File: config.mk
export PLATFORM = sky130hd
export DESIGN_NAME = reorder_buffer_flat
export DESIGN_NICKNAME = d
export VERILOG_FILES = /design/src/rtl/reorder_buffer_pkg.sv /design/src/rtl/reorder_buffer_if.sv /design/src/rtl/reorder_buffer.sv /design/src/flat_wrapper.sv
export SDC_FILE = /design/constraint.sdc
export NUM_CORES = 2
export LEC_CHECK = 0
export BUFFER_PORTS_ARGS = -buffer_cell sky130_fd_sc_hd__clkbuf_2
export CAP_MARGIN = 20
export CORE_MARGIN = 2
export CORE_UTILIZATION = 25
export CTS_CLUSTER_DIAMETER = 120
export CTS_CLUSTER_SIZE = 14
export DETAILED_ROUTE_END_ITERATION = 8
export PLACE_DENSITY = 0.43
export RECOVER_POWER = 50
export SLEW_MARGIN = 10
export SYNTH_ARGS = -nofsm -noshare
export SYNTH_HDL_FRONTEND = slang
export SYNTH_SLANG_ARGS = --single-unit
File: constraint.sdc
create_clock -name clk -period 14.15 [get_ports clk]
set_input_delay 1.415 -clock clk [delete_from_list [all_inputs] [get_ports clk]]
set_output_delay 1.415 -clock clk [all_outputs]
set_load 0.05 [all_outputs]
File: src/rtl/reorder_buffer_pkg.sv
// Shared ROB/register/data types and constants used across the ROB slice.
package reorder_buffer_pkg;

    localparam int ROB_ID_WIDTH  = 4;
    localparam int REG_POS_WIDTH = 5;
    localparam int DATA_WIDTH    = 32;

    typedef logic [ROB_ID_WIDTH-1:0]  ROB_ID_TYPE;
    typedef logic [REG_POS_WIDTH-1:0] REG_POS_TYPE;
    typedef logic [DATA_WIDTH-1:0]    DATA_TYPE;

    localparam ROB_ID_TYPE  ZERO_ROB  = '0;
    localparam REG_POS_TYPE ZERO_REG  = '0;
    localparam DATA_TYPE    ZERO_WORD = '0;
    localparam logic        TRUE      = 1'b1;
    localparam logic        FALSE     = 1'b0;

endpackage

File: src/rtl/reorder_buffer_if.sv
// Dispatcher, CDB, register-file and fetch-redirect signals of the reorder buffer.
interface reorder_buffer_if #(parameter int ROB_ID_W = 4);
    import reorder_buffer_pkg::*;

    logic                ena_from_dsp;
    REG_POS_TYPE         rd_from_dsp;
    logic                is_jump_from_dsp;
    logic                pred_jump_from_dsp;
    logic [ROB_ID_W-1:0] alloc_id_to_dsp;
    logic                full_to_dsp;

    logic [ROB_ID_W-1:0] Q1_from_dsp;
    logic [ROB_ID_W-1:0] Q2_from_dsp;
    logic                ready1_to_dsp;
    logic                ready2_to_dsp;
    DATA_TYPE            V1_to_dsp;
    DATA_TYPE            V2_to_dsp;

    logic                valid_from_cdb;
    logic [ROB_ID_W-1:0] rob_id_from_cdb;
    DATA_TYPE            V_from_cdb;
    logic                jump_from_cdb;
    DATA_TYPE            target_pc_from_cdb;

    logic                commit_flag_to_reg;
    REG_POS_TYPE         rd_to_reg;
    logic [ROB_ID_W-1:0] Q_to_reg;
    DATA_TYPE            V_to_reg;

    logic                rollback_flag_to_all;
    DATA_TYPE            target_pc_to_if;

    modport master (
        output ena_from_dsp, rd_from_dsp, is_jump_from_dsp, pred_jump_from_dsp,
        output Q1_from_dsp, Q2_from_dsp,
        output valid_from_cdb, rob_id_from_cdb, V_from_cdb, jump_from_cdb, target_pc_from_cdb,
        input  alloc_id_to_dsp, full_to_dsp,
        input  ready1_to_dsp, ready2_to_dsp, V1_to_dsp, V2_to_dsp,
        input  commit_flag_to_reg, rd_to_reg, Q_to_reg, V_to_reg,
        input  rollback_flag_to_all, target_pc_to_if
    );

    modport slave (
        input  ena_from_dsp, rd_from_dsp, is_jump_from_dsp, pred_jump_from_dsp,
        input  Q1_from_dsp, Q2_from_dsp,
        input  valid_from_cdb, rob_id_from_cdb, V_from_cdb, jump_from_cdb, target_pc_from_cdb,
        output alloc_id_to_dsp, full_to_dsp,
        output ready1_to_dsp, ready2_to_dsp, V1_to_dsp, V2_to_dsp,
        output commit_flag_to_reg, rd_to_reg, Q_to_reg, V_to_reg,
        output rollback_flag_to_all, target_pc_to_if
    );

endinterface

File: src/rtl/reorder_buffer.sv
// Circular reorder buffer: in-order allocate/commit, CDB completion, operand
// forwarding and branch-mispredict flush. Slot 0 is reserved as "no producer".
module reorder_buffer
    import reorder_buffer_pkg::*;
#(
    parameter int ROB_SIZE = 16,
    parameter int ROB_ID_W = 4
) (
    input  logic             clk,
    input  logic             rst,
    reorder_buffer_if.slave  rob
);

    typedef logic [ROB_ID_W-1:0] id_t;

    localparam id_t FIRST_ID   = id_t'(1);
    localparam id_t LAST_ID    = id_t'(ROB_SIZE - 1);
    localparam id_t FULL_COUNT = id_t'(ROB_SIZE - 1);

    id_t         head;
    id_t         tail;
    id_t         count;

    logic        busy_q    [ROB_SIZE];
    logic        ready_q   [ROB_SIZE];
    logic        is_jump_q [ROB_SIZE];
    logic        pred_q    [ROB_SIZE];
    logic        jump_q    [ROB_SIZE];
    REG_POS_TYPE rd_q      [ROB_SIZE];
    DATA_TYPE    v_q       [ROB_SIZE];
    DATA_TYPE    tpc_q     [ROB_SIZE];

    logic        full;
    logic        alloc_ok;
    logic        cdb_ok;
    logic        commit_ok;
    logic        mispredict;
    id_t         cdb_id;

    function automatic id_t next_id(id_t id);
        return (id == LAST_ID) ? FIRST_ID : id + FIRST_ID;
    endfunction

    assign cdb_id     = rob.rob_id_from_cdb;
    assign full       = (count == FULL_COUNT);
    assign alloc_ok   = rob.ena_from_dsp && !full;
    assign cdb_ok     = rob.valid_from_cdb && (cdb_id != '0) && busy_q[cdb_id];
    assign commit_ok  = (count != '0) && ready_q[head];
    assign mispredict = commit_ok && is_jump_q[head] && (jump_q[head] != pred_q[head]);

    assign rob.full_to_dsp     = full;
    assign rob.alloc_id_to_dsp = tail;

    // Operand lookup forwards a same-cycle CDB broadcast ahead of the stored copy.
    assign {rob.ready1_to_dsp, rob.V1_to_dsp} =
        (rob.Q1_from_dsp == '0) ? {TRUE, ZERO_WORD} :
        (rob.valid_from_cdb && cdb_id == rob.Q1_from_dsp) ? {TRUE, rob.V_from_cdb} :
        {ready_q[rob.Q1_from_dsp], v_q[rob.Q1_from_dsp]};

    assign {rob.ready2_to_dsp, rob.V2_to_dsp} =
        (rob.Q2_from_dsp == '0) ? {TRUE, ZERO_WORD} :
        (rob.valid_from_cdb && cdb_id == rob.Q2_from_dsp) ? {TRUE, rob.V_from_cdb} :
        {ready_q[rob.Q2_from_dsp], v_q[rob.Q2_from_dsp]};

    always_ff @(posedge clk or posedge rst) begin
        if (rst) begin
            head  <= FIRST_ID;
            tail  <= FIRST_ID;
            count <= '0;
            for (int unsigned i = 0; i < ROB_SIZE; i++) begin
                busy_q[i]  <= FALSE;
                ready_q[i] <= FALSE;
            end
        end else if (mispredict) begin
            head  <= FIRST_ID;
            tail  <= FIRST_ID;
            count <= '0;
            for (int unsigned i = 0; i < ROB_SIZE; i++) begin
                busy_q[i]  <= FALSE;
                ready_q[i] <= FALSE;
            end
        end else begin
            if (alloc_ok) begin
                busy_q[tail]  <= TRUE;
                ready_q[tail] <= FALSE;
                tail          <= next_id(tail);
            end
            if (cdb_ok) begin
                ready_q[cdb_id] <= TRUE;
            end
            // Retire last so a same-edge CDB hit on the head cannot re-arm it.
            if (commit_ok) begin
                busy_q[head]  <= FALSE;
                ready_q[head] <= FALSE;
                head          <= next_id(head);
            end
            case ({alloc_ok, commit_ok})
                2'b10:   count <= count + FIRST_ID;
                2'b01:   count <= count - FIRST_ID;
                default: count <= count;
            endcase
        end
    end

    always_ff @(posedge clk) begin
        if (!mispredict) begin
            if (alloc_ok) begin
                rd_q[tail]      <= rob.rd_from_dsp;
                is_jump_q[tail] <= rob.is_jump_from_dsp;
                pred_q[tail]    <= rob.pred_jump_from_dsp;
            end
            if (cdb_ok) begin
                v_q[cdb_id]    <= rob.V_from_cdb;
                jump_q[cdb_id] <= rob.jump_from_cdb;
                tpc_q[cdb_id]  <= rob.target_pc_from_cdb;
            end
        end
    end

    always_ff @(posedge clk or posedge rst) begin
        if (rst) begin
            rob.commit_flag_to_reg   <= FALSE;
            rob.rd_to_reg            <= ZERO_REG;
            rob.Q_to_reg             <= '0;
            rob.V_to_reg             <= ZERO_WORD;
            rob.rollback_flag_to_all <= FALSE;
            rob.target_pc_to_if      <= ZERO_WORD;
        end else begin
            rob.commit_flag_to_reg   <= commit_ok;
            rob.rd_to_reg            <= commit_ok ? rd_q[head] : ZERO_REG;
            rob.Q_to_reg             <= commit_ok ? head : '0;
            rob.V_to_reg             <= commit_ok ? v_q[head] : ZERO_WORD;
            rob.rollback_flag_to_all <= mispredict;
            rob.target_pc_to_if      <= mispredict ? tpc_q[head] : ZERO_WORD;
        end
    end

endmodule

File: src/flat_wrapper.sv
// flat-port wrapper written by rule: the top's interface ports become plain ports
module reorder_buffer_flat import reorder_buffer_pkg::*;
#(
    parameter int ROB_SIZE = 16,
    parameter int ROB_ID_W = 4
)
  (clk, rst, rob_ena_from_dsp, rob_rd_from_dsp, rob_is_jump_from_dsp, rob_pred_jump_from_dsp, rob_Q1_from_dsp, rob_Q2_from_dsp, rob_valid_from_cdb, rob_rob_id_from_cdb, rob_V_from_cdb, rob_jump_from_cdb, rob_target_pc_from_cdb, rob_alloc_id_to_dsp, rob_full_to_dsp, rob_ready1_to_dsp, rob_ready2_to_dsp, rob_V1_to_dsp, rob_V2_to_dsp, rob_commit_flag_to_reg, rob_rd_to_reg, rob_Q_to_reg, rob_V_to_reg, rob_rollback_flag_to_all, rob_target_pc_to_if);
  reorder_buffer_if #(.ROB_ID_W(ROB_ID_W)) rob_i ();
  input  logic clk;
  input  logic rst;
  input wire logic [$bits(rob_i.ena_from_dsp)-1:0] rob_ena_from_dsp;
  input wire logic [$bits(rob_i.rd_from_dsp)-1:0] rob_rd_from_dsp;
  input wire logic [$bits(rob_i.is_jump_from_dsp)-1:0] rob_is_jump_from_dsp;
  input wire logic [$bits(rob_i.pred_jump_from_dsp)-1:0] rob_pred_jump_from_dsp;
  input wire logic [$bits(rob_i.Q1_from_dsp)-1:0] rob_Q1_from_dsp;
  input wire logic [$bits(rob_i.Q2_from_dsp)-1:0] rob_Q2_from_dsp;
  input wire logic [$bits(rob_i.valid_from_cdb)-1:0] rob_valid_from_cdb;
  input wire logic [$bits(rob_i.rob_id_from_cdb)-1:0] rob_rob_id_from_cdb;
  input wire logic [$bits(rob_i.V_from_cdb)-1:0] rob_V_from_cdb;
  input wire logic [$bits(rob_i.jump_from_cdb)-1:0] rob_jump_from_cdb;
  input wire logic [$bits(rob_i.target_pc_from_cdb)-1:0] rob_target_pc_from_cdb;
  output wire logic [$bits(rob_i.alloc_id_to_dsp)-1:0] rob_alloc_id_to_dsp;
  output wire logic [$bits(rob_i.full_to_dsp)-1:0] rob_full_to_dsp;
  output wire logic [$bits(rob_i.ready1_to_dsp)-1:0] rob_ready1_to_dsp;
  output wire logic [$bits(rob_i.ready2_to_dsp)-1:0] rob_ready2_to_dsp;
  output wire logic [$bits(rob_i.V1_to_dsp)-1:0] rob_V1_to_dsp;
  output wire logic [$bits(rob_i.V2_to_dsp)-1:0] rob_V2_to_dsp;
  output wire logic [$bits(rob_i.commit_flag_to_reg)-1:0] rob_commit_flag_to_reg;
  output wire logic [$bits(rob_i.rd_to_reg)-1:0] rob_rd_to_reg;
  output wire logic [$bits(rob_i.Q_to_reg)-1:0] rob_Q_to_reg;
  output wire logic [$bits(rob_i.V_to_reg)-1:0] rob_V_to_reg;
  output wire logic [$bits(rob_i.rollback_flag_to_all)-1:0] rob_rollback_flag_to_all;
  output wire logic [$bits(rob_i.target_pc_to_if)-1:0] rob_target_pc_to_if;
  assign rob_i.ena_from_dsp = rob_ena_from_dsp;
  assign rob_i.rd_from_dsp = rob_rd_from_dsp;
  assign rob_i.is_jump_from_dsp = rob_is_jump_from_dsp;
  assign rob_i.pred_jump_from_dsp = rob_pred_jump_from_dsp;
  assign rob_i.Q1_from_dsp = rob_Q1_from_dsp;
  assign rob_i.Q2_from_dsp = rob_Q2_from_dsp;
  assign rob_i.valid_from_cdb = rob_valid_from_cdb;
  assign rob_i.rob_id_from_cdb = rob_rob_id_from_cdb;
  assign rob_i.V_from_cdb = rob_V_from_cdb;
  assign rob_i.jump_from_cdb = rob_jump_from_cdb;
  assign rob_i.target_pc_from_cdb = rob_target_pc_from_cdb;
  assign rob_alloc_id_to_dsp = rob_i.alloc_id_to_dsp;
  assign rob_full_to_dsp = rob_i.full_to_dsp;
  assign rob_ready1_to_dsp = rob_i.ready1_to_dsp;
  assign rob_ready2_to_dsp = rob_i.ready2_to_dsp;
  assign rob_V1_to_dsp = rob_i.V1_to_dsp;
  assign rob_V2_to_dsp = rob_i.V2_to_dsp;
  assign rob_commit_flag_to_reg = rob_i.commit_flag_to_reg;
  assign rob_rd_to_reg = rob_i.rd_to_reg;
  assign rob_Q_to_reg = rob_i.Q_to_reg;
  assign rob_V_to_reg = rob_i.V_to_reg;
  assign rob_rollback_flag_to_all = rob_i.rollback_flag_to_all;
  assign rob_target_pc_to_if = rob_i.target_pc_to_if;
  reorder_buffer #(.ROB_SIZE(ROB_SIZE), .ROB_ID_W(ROB_ID_W)) u_core (.clk(clk), .rst(rst), .rob(rob_i));
endmodule
==> out/results.md <==
| Stage | Item | Reported |
|:---|:---|:---|
| synth | Synth top cells by count | sky130_fd_sc_hd__edfxtp_1 (1,152), sky130_fd_sc_hd__mux4_2 (625), sky130_fd_sc_hd__a21oi_1 (153) |
| worst setup path | Startpoint Class | primary input |
| sta | Share of the cycle needed by the critical path after routing | 0.502 |
| sta | Final count of hold timing violations | 0 |
| sta | Minimum hold slack | 0.513 ns |
| routing | Average vias per placed instance | 4.92 |
| clock network | Clock edge transition at the registers on the reported setup and hold paths | 0.07 ns |
| worst setup path | Required time at the worst-slack endpoint | 13.62 ns |
| power and ir drop | Max VDD drop | 0.0914 mV |
| floorplan | Top-level I/O count | 234 |
| synth | Area share of and/or/nand/nor cells after synthesis | 0.0273 |
| clock network | Clock tree from TritonCTS | yes |
| placed design | Number of input and output port buffers inserted | 233 |
| sta | Relative slew margins | -1.67 |
| floorplan | Total number of placement rows | 175 |
| clock network | H-tree levels | 3 |
| synth | Dominant combinational cell family by area after synthesis | multiplexers |
| sta | RSZ-0062 raised after global routing | no |
| finish | Post-Layout Cell Count | 6,162 |
| clock network | Root Driver | sky130_fd_sc_hd__clkbuf_16 |
| synth | Cell types occupying the most area after synthesis | sky130_fd_sc_hd__edfxtp_1 (61%), sky130_fd_sc_hd__mux4_2 (25%), sky130_fd_sc_hd__dfrtp_1 (5.2%) |
| synth | Asr flop ratio synth | 0.0936 |
| sta | Transition time of the tightest slew-check pin | 3.98 ns |
| synth | Largest area contributor in the synthesized netlist | sky130_fd_sc_hd__edfxtp_1 |
| grt | Total grt overflow | 0 |
| floorplan | Placeable core region | 227,000 um^2 |
| routing | Mean routed wirelength per cell | 28.9 um |
| grt | Wire length of the first global-routing pass | 252,000 um |
| clock network | CTS resizes | 0 |
| clock network | Postcts setup bufs | 0 |
| grt | Number of global-route vias before repair | 32,000 |
| sta | Minimum period implied by the final worst setup slack | 7.11 ns |
| finish | Layout cells sized above 1 | 0.309 |
| placed design | Worst slack, placed | 7.18 ns |
| grt | Global routing usage summed across all routing layers | 0.152 |
| job | MaxCap Viol Count | 2 |
| sta | Clock skew after layout | 0.0387 ns |
| sta | Post-layout worst setup margin | 7.04 ns |
| synth | Post-Synth Adder-Cell Area | 0.00264 |
| clock network | Total of hold buffers inserted after clock tree synthesis | 0 |
| power and ir drop | Pwr per Cell Area | 124 nW/um^2 |
| synth | Fraction of the mapped netlist area in compound gates | 0.0364 |
| floorplan | Initial cell density of the core | 0.251 |
| routing | DRC Markers | 0 |
| floorplan | Horizontal die dimension | 481 um |
| floorplan | DIE AREA | 231,000 um^2 |
| synth | Proportion of synthesized area in mux cells | 0.250 |
| synth | Post-Synthesis Cell Area | 56,800 um^2 |
| synth | XOR/XNOR Fraction of Synth Area | 0.00231 |
| synth | Post-synthesis instance total | 2,814 |
| synth | EDFF count, synth | 1,152 |
| placed design | Post-DP HPWL | 102,000 um |
| clock network | CTS sink count | 1,271 |
| worst setup path | Highest net fanout along the worst path | 65 |
| synth | Count of unique library cells instantiated by Yosys | 49 |
| worst setup path | Endpoint type of the worst setup path | asynchronous set/reset pin |
| worst setup path | Crit path kind | in -> async |
| synth | Synth top area share | 0.609 |
| clock network | Maximum clock path buffer count | 3 |
| floorplan | Die H | 481 um |
| placed design | Cells after DPL | 5,961 |
| grt | Number of antenna violations at the first check in global routing | 30 |
| synth | Yosys reg bits | 1,271 |
| sta | Number of pins with negative max-slew slack in the final report | 123 |
| worst setup path | Arrival time of data at the critical path endpoint | 6.57 ns |
| routing | Iter 0 DRT Violations | 2,632 |
| hold path | Hold Crit Class | reg -> reg |
| clock network | Insertion delay of the later-clocked pin in the worst-skew pair | 0.75 ns |
| routing | Count of TritonRoute iterations in the first routing pass | 5 |
| sta | Setup Viol. Count Final | 0 |
| synth | Most instantiated flip-flop cell in the synthesis netlist | sky130_fd_sc_hd__edfxtp_1 |
| grt | Largest net degree at the start of global routing | 128 |
| finish | Syn-to-layout area delta | 13.8% |
| placed design | Weighted congestion at the end of routability-driven global placement | 0.756 |
| run status | Status | finished with violations |
| run status | Violations in the final reports | max-capacitance violations, max-slew violations |
| routing | Number of vias in the routed layout | 30,300 |
| clock network | CTS Buf Count | 103 |
| routing | Wirelength, routed | 178,000 um |
| power and ir drop | Total leakage power | 19.8 nW |
| synth | Sequential area share after synthesis | 0.661 |
| sta | Peak clock frequency supported by timing | 0.141 GHz |
| routing | Antenna Nets Post-Route | 0 |
| sta | TNS Setup | 0 ns |
| finish | Final net count | 3,158 |
| synth | Library cell with the highest instance count after synthesis | sky130_fd_sc_hd__edfxtp_1 |
| finish | Leading registers by flop count | u_core.tpc_q: 512 flops, u_core.v_q: 512 flops, u_core.rd_q: 80 flops |
| synth | Total of warnings raised by yosys | 0 |
| synth | Syn_area_per_cell | 20.2 um^2 |
[cells by family after synthesis]
kind of cell	Yosys count
mux	636
compound gates	326
flops	1271
other cells	1
simple gates	311
fa+ha+maj	12
buf+inv	242
xor+xnor	15
[layout by cell type (no fill, tap or decap), drive strengths merged, types with 3 or more instances in the layout]
master,count
xnor2,5
nor3,37
mux4,625
nand2,16
edfxtp,1152
clkbuf,416
o21ai,5
a31oi,16
diode,5
a22oi,131
inv,11
conb,65
and3,4
nor4,5
ha,12
nand3,28
nand4,3
nand2b,3
buf,75
nor2,112
dfrtp,117
a311oi,10
a21oi,153
and2,82
mux2i,9
clkinv,8
nor2b,12
xor2,10
[final cells by class]
cell class                 count  area, um^2
timing repair buffer         306        1650
multi-input combinational   1365       18500
sequential                  1271       37600
tap                         3009        3760
inverter                      11        51.3
fill                       22500      162000
clock inverter                10         145
antenna                        5        12.5
clock buffer                 185        2950
[metal layers]
| layer | up-vias | global-route usage | share of wire |
|---|---|---|---|
| met1 | 16600 | 0.208 | 0.43 |
| met5 | - | 0 | 0.00062 |
| met3 | 244 | 0.0272 | 0.056 |
| met4 | 18 | 0.0389 | 0.023 |
| met2 | 1011 | 0.251 | 0.48 |
| li1 | 12400 | - | - |
[worst max-delay path: stages]
cell and delay, ns:
sky130_fd_sc_hd__clkbuf_2 0.08, sky130_fd_sc_hd__clkinvlp_2 2.19, sky130_fd_sc_hd__clkbuf_1 2.77
[power by group]
group | switching (mW) | internal [mW]
sequential | 0.0928 | 4.25
clock | 1.42 | 1.42
combinational | 0.563 | 0.284
[final timing paths]
| kind | startpoint | endpoint | slack (ns) | cells past startpoint |
|---|---|---|---|---|
| setup / recovery | rst | u_core.head[3] | 7.04 | 3 |
| hold / removal | u_core.ready_q[15] | u_core.ready_q[15] | 0.51 | 2 |
| setup reg to reg | u_core.head[3] | u_core.v_q[3][15] | 8.03 | 12 |
| hold reg to reg | u_core.ready_q[15] | u_core.ready_q[15] | 0.51 | 2 |
| max in group clk | rob_Q2_from_dsp[0] | rob_V2_to_dsp[13] | 7.33 | 10 |
| min in group asynchronous | rst | u_core.rob.target_pc_to_if[28] | 1.81 | 2 |
[per-stage QoR]
| stage | util | area [um^2] | power [mW] |
|---|---|---|---|
| CTS | 0.286 | 64800 | 8.16 |
| floorplan | - | 57100 | 4.95 |
| detailed placement | 0.272 | 61700 | 5.29 |
| finish | 0.285 | 64600 | 8.02 |
| global route | 0.285 | 64600 | 8.35 |
| global placement | 0.272 | 61700 | 5.29 |
No activity file was read; power rests on OpenSTA's default activity.
